**src/rtl/drum_step_scheduler.sv**
```systemverilog
// Global timestep sequencer for the drum mesh: initialises the columns, paces the shared
// shoot pulse, captures the centre-node sample per step and recovers from stalled columns.
module drum_step_scheduler #(
  parameter int unsigned        N_COL        = 30,
  parameter int unsigned        STEP_CYCLES  = 1024,
  parameter int unsigned        INIT_CYCLES  = 4,
  parameter int unsigned        TIMEOUT      = 4095,
  parameter logic signed [17:0] DEFAULT_INCR = 18'sd1024
) (
  input  logic               clk,
  input  logic               rst,
  input  logic               run,
  input  logic               pluck,
  input  logic signed [17:0] pluck_incr,
  input  logic [N_COL-1:0]   col_done,
  input  logic signed [17:0] center_node,
  output logic               col_rst,
  output logic               shoot,
  output logic signed [17:0] incr,
  output logic signed [17:0] sample,
  output logic               sample_valid,
  output logic [31:0]        step_count,
  output logic               busy,
  output logic               timeout_err
);

  localparam int unsigned PW = (STEP_CYCLES > 1) ? $clog2(STEP_CYCLES) : 1;
  localparam int unsigned IW = $clog2(INIT_CYCLES + 1);
  localparam int unsigned WW = $clog2(TIMEOUT + 1);

  localparam logic [PW-1:0] PACE_MAX  = PW'(STEP_CYCLES - 1);
  localparam logic [IW-1:0] INIT_LAST = IW'(INIT_CYCLES - 1);
  localparam logic [WW-1:0] WD_LAST   = WW'(TIMEOUT - 1);

  localparam logic [2:0] S_INIT      = 3'd0;
  localparam logic [2:0] S_LOAD      = 3'd1;
  localparam logic [2:0] S_PACE      = 3'd2;
  localparam logic [2:0] S_SHOOT     = 3'd3;
  localparam logic [2:0] S_BLANK     = 3'd4;
  localparam logic [2:0] S_WAIT_DONE = 3'd5;

  logic [2:0]    state, state_nxt;
  logic [IW-1:0] init_cnt;
  logic [PW-1:0] pace_cnt;
  logic [WW-1:0] wd_cnt;
  logic          all_done;
  logic          waiting;
  logic          timeout_hit;
  logic          step_done;

  assign all_done    = &col_done;
  assign waiting     = (state == S_LOAD) || (state == S_WAIT_DONE);
  // The watchdog fires on the TIMEOUT-th consecutive waiting cycle without completion.
  assign timeout_hit = waiting && (wd_cnt == WD_LAST) && !all_done && !pluck;
  assign step_done   = (state == S_WAIT_DONE) && all_done && !pluck;

  always_comb begin
    state_nxt = state;
    if (pluck) begin
      state_nxt = S_INIT;
    end else begin
      case (state)
        S_INIT:      if (init_cnt == INIT_LAST) state_nxt = S_LOAD;
        S_LOAD:      if (all_done) state_nxt = S_PACE;
                     else if (timeout_hit) state_nxt = S_INIT;
        S_PACE:      if (run && (pace_cnt == PACE_MAX)) state_nxt = S_SHOOT;
        S_SHOOT:     state_nxt = S_BLANK;
        S_BLANK:     state_nxt = S_WAIT_DONE;
        S_WAIT_DONE: if (all_done) state_nxt = S_PACE;
                     else if (timeout_hit) state_nxt = S_INIT;
        default:     state_nxt = S_INIT;
      endcase
    end
  end

  always_ff @(posedge clk or negedge rst) begin
    if (!rst) begin
      state        <= S_INIT;
      init_cnt     <= '0;
      pace_cnt     <= '0;
      wd_cnt       <= '0;
      col_rst      <= 1'b1;
      shoot        <= 1'b0;
      busy         <= 1'b1;
      incr         <= DEFAULT_INCR;
      sample       <= '0;
      sample_valid <= 1'b0;
      step_count   <= '0;
      timeout_err  <= 1'b0;
    end else begin
      state        <= state_nxt;
      col_rst      <= (state_nxt == S_INIT);
      shoot        <= (state_nxt == S_SHOOT);
      busy         <= (state_nxt != S_PACE);
      sample_valid <= step_done;

      if ((state == S_INIT) && (state_nxt == S_INIT) && !pluck) init_cnt <= init_cnt + 1'b1;
      else init_cnt <= '0;

      // Cleared on entry to S_SHOOT so the shoot cycle itself is count 0 of the period.
      if ((state == S_INIT) || (state_nxt == S_INIT) || (state_nxt == S_SHOOT)) pace_cnt <= '0;
      else if (pace_cnt != PACE_MAX) pace_cnt <= pace_cnt + 1'b1;

      if (waiting && (state_nxt == state)) wd_cnt <= wd_cnt + 1'b1;
      else wd_cnt <= '0;

      if (step_done) sample <= center_node;

      if (pluck) begin
        incr        <= pluck_incr;
        step_count  <= '0;
        timeout_err <= 1'b0;
      end else if (timeout_hit) begin
        step_count  <= '0;
        timeout_err <= 1'b1;
      end else if (step_done) begin
        step_count  <= step_count + 32'd1;
      end
    end
  end

endmodule

```
**config.mk**
```make
export PLATFORM = sky130hd
export DESIGN_NAME = drum_step_scheduler
export DESIGN_NICKNAME = d
export VERILOG_FILES = /design/src/rtl/drum_step_scheduler.sv
export SDC_FILE = /design/constraint.sdc
export NUM_CORES = 1
export LEC_CHECK = 0
export CORE_ASPECT_RATIO = 0.8
export CORE_MARGIN = 1.5
export CORE_UTILIZATION = 29
export DETAILED_ROUTE_END_ITERATION = 10
export PLACE_DENSITY_LB_ADDON = 0.3
export SYNTH_ARGS = -nofsm -noshare
export SYNTH_HDL_FRONTEND = slang
export SYNTH_SLANG_ARGS = --single-unit
```
**constraint.sdc**
```tcl
create_clock -name clk -period 6.2 [get_ports clk]
set_input_delay 1.55 -clock clk [delete_from_list [all_inputs] [get_ports clk]]
set_output_delay 1.55 -clock clk [all_outputs]
set_load 0.1 [all_outputs]
```
==> flow_summary.ini <==
[outcome]
outcome = complete, no violations

[layout]
drive_above_1_share_pct = 11.5
stdcell_area_um2 = 6800
fillers = 1620
syn_to_final_growth_pct = 39.7
final_util_pct = 41.2
mostFrequentLayoutCells = 141 x clkdlybuf4s50_1, 98 x dfrtp_1, 36 x nor2_1
n_antenna_cell = 0
layout_commonest_cell = clkdlybuf4s50_1
nets = 661

[yosys]
synth_seq_area_share_pct = 52.0
syn_area_per_cell_um2 = 10.9
ys.warnings.count = 0
syn_area_um2 = 4870
ys_types = 52
async_flop_share_pct = 100
synth_cells = 447
ys.flop_type = dfrtp_1
synth-seq-cells = 101
synth_edf_count = 0
synth_nets = 523

[sta]
worstMarginPinSlew_ns = 1.14
fin_crit_sh_pct = 62.8
max_slew_margin_pct = 24.0
hold_viol_final = 0
setup_viol = 0
setup_tns_ns = 0
final.min_clock_period_ns = 3.89
rsz0062_at_grt = false
whs_ns = 0.435
clock_skew_ns = 0.00452
fmax_mhz = 257
report.final.slew_viol_count = 0

[clock_network]
clockBufferDepth = 2
cts_resized = 0
cts_setup_buffers = 0
cts_buffers = 9
cts_tree = yes
root_buffer = clkbuf_16
htreeDepth = 3
cts.sinks = 101
clk_pin_slew_ns = 0.07
insertion_delay_ns = 0.35
holdBufCountCts = 0

[floorplanning]
start_util_pct = 29.5
num_rows = 42
die_area_um2 = 17600
core_area_um2 = 16500
pin_count = 143
dieWidth_um = 148
die_y_um = 119

[global_route]
grt_pass1_vias = 4010
grt_max_degree = 62
grt_use_total_pct = 14.3
antenna_found_initial = 0
grt_overflow = 0
grt_pass1_wl_um = 20100

[power_and_ir_drop]
power.density_nw_per_um2 = 219
power.switching_uw = 406
seqPwrFrac_pct = 46.3
p_int_mw = 1.08
leakagePower_nw = 2.71
combPwrFrac_pct = 15.0
switching_share_pct = 27.3
p_clk_share_pct = 38.7
ir_drop_uv = 144

[route]
drt_first_iter_violations = 210
dr.pass1.iters = 4
drc = 0
postRouteAntennaNets = 0
via_count = 3997
via_per_inst = 4.93
wl_um = 12000
wl_per_cell_um = 14.8

[placement]
place.gp.congestion = 0.833
portBuffers = 142
dp_hpwl_um = 8560
dpl_cell_area_um2 = 6500

[worst_setup_path]
critPathMaxFanout = 13
cp-start-kind = primary input
worst-setup-path-type = in2reg
critical_path_arrival_ns = 4.15
cp-end-kind = register
cp_data_required_time_ns = 6.46

[worst_hold_path]
holdCritPathClass = reg2reg

[flow_run]
cap_viol_max_count = 0
cells by family (layout without fill, tap and decap cells):
group | count (synthesis) | count (layout) | synth area share (%)
xor gates and xnor gates | 26 | 26 | 4.68
buffers and inverters | 29 | 172 | 2.62
and+or+nand+nor | 185 | 185 | 22.4
adders and majority gates | 6 | 6 | 1.54
AOI/OAI and AO/OA | 62 | 62 | 7.25
muxes | 38 | 38 | 9.48
DFF | 101 | 101 | 52.0
path summary, 6_finish.rpt:
path / startpoint / slack (ns) / endpoint / cells past startpoint
worst max-delay path: col_done[2] / 2.31 / step_count[27] / 6
worst min-delay path: init_cnt[0] / 0.43 / init_cnt[0] / 1
worst max register to register: wd_cnt[0] / 3.58 / step_count[1] / 7
worst min register to register: init_cnt[0] / 0.43 / init_cnt[0] / 1
max in group asynchronous: rst / 3.86 / col_rst / 2
min in group asynchronous: rst / 1.27 / step_count[5] / 1
critical path, stage by stage:
cell and delay, ns:
clkdlybuf4s50_1 0.47, nand4_1 0.16, nor4_4 0.65, nand4_1 0.53
or4_1 0.63, a21oi_1 0.16
cells in the mapped netlist (2+ instances only):
library cell	n	area, µm²
a21oi_1	29	145
and2_1	3	18.8
and3_1	3	18.8
and4_1	8	70.1
buf_2	6	30.0
clkbuf_1	9	33.8
dfrtp_1	98	2450
dfstp_2	3	78.8
ha_1	6	75.1
inv_1	11	41.3
mux2_2	29	327
mux2_4	9	135
nand2_1	23	86.3
nand2b_1	3	18.8
nand3_1	21	105
nand3b_1	3	22.5
nand4_1	29	181
nor2_1	36	135
nor3_1	6	30.0
nor4_1	9	56.3
nor4_4	2	42.5
nor4b_1	2	17.5
o211ai_1	4	30.0
o21ai_0	15	75.1
o21ai_1	2	10.0
o31ai_1	4	30.0
or3_1	20	125
or4_1	6	45.0
xnor2_1	12	105
xor2_1	14	123
metal layers:
metal | wire, µm | GRT usage [%]
met1 | 5620 | 18.8
met2 | 5390 | 22.1
met3 | 807 | 5.25
met4 | 168 | 4.08
met5 | 0 | 0
stage by stage:
stage                     std cells  total power [mW]  setup WS [ns]
final                           810              1.49           2.31
after global routing            810              1.56           2.18
after CTS                       810              1.52           2.35
after detailed placement        794             0.926           1.98
after global placement          794             0.923           2.12
after floorplan                 447             0.831           2.96
layout make-up:
type / count / area (µm²) / share of cell area [%]
flip-flops and latches: 101 / 2530 / 37.2
multi-input cells: 317 / 2210 / 32.5
clock inverters: 5 / 60.1 / 0.883
clock buffers: 11 / 243 / 3.57
well taps: 220 / 275 / 4.05
repair buffers: 145 / 1440 / 21.2
inverters: 11 / 41.3 / 0.607
flip-flops by register name (all words and copies together), names as in the netlist:
name,count
pace_cnt,10
state,3
shoot,1
incr,18
sample_valid,1
init_cnt,3
sample,18
wd_cnt,12
busy,1
step_count,32
timeout_err,1
col_rst,1
power by group through the flow:
stage	clock (mW)	combinational (mW)	sequential (mW)
finish	0.575	0.224	0.688
global route	0.628	0.238	0.690
CTS	0.602	0.227	0.688
detailed placement	0	0.226	0.700
global placement	0	0.224	0.700
floorplan	0	0.0382	0.793
Power figures use the tool's default switching activity.
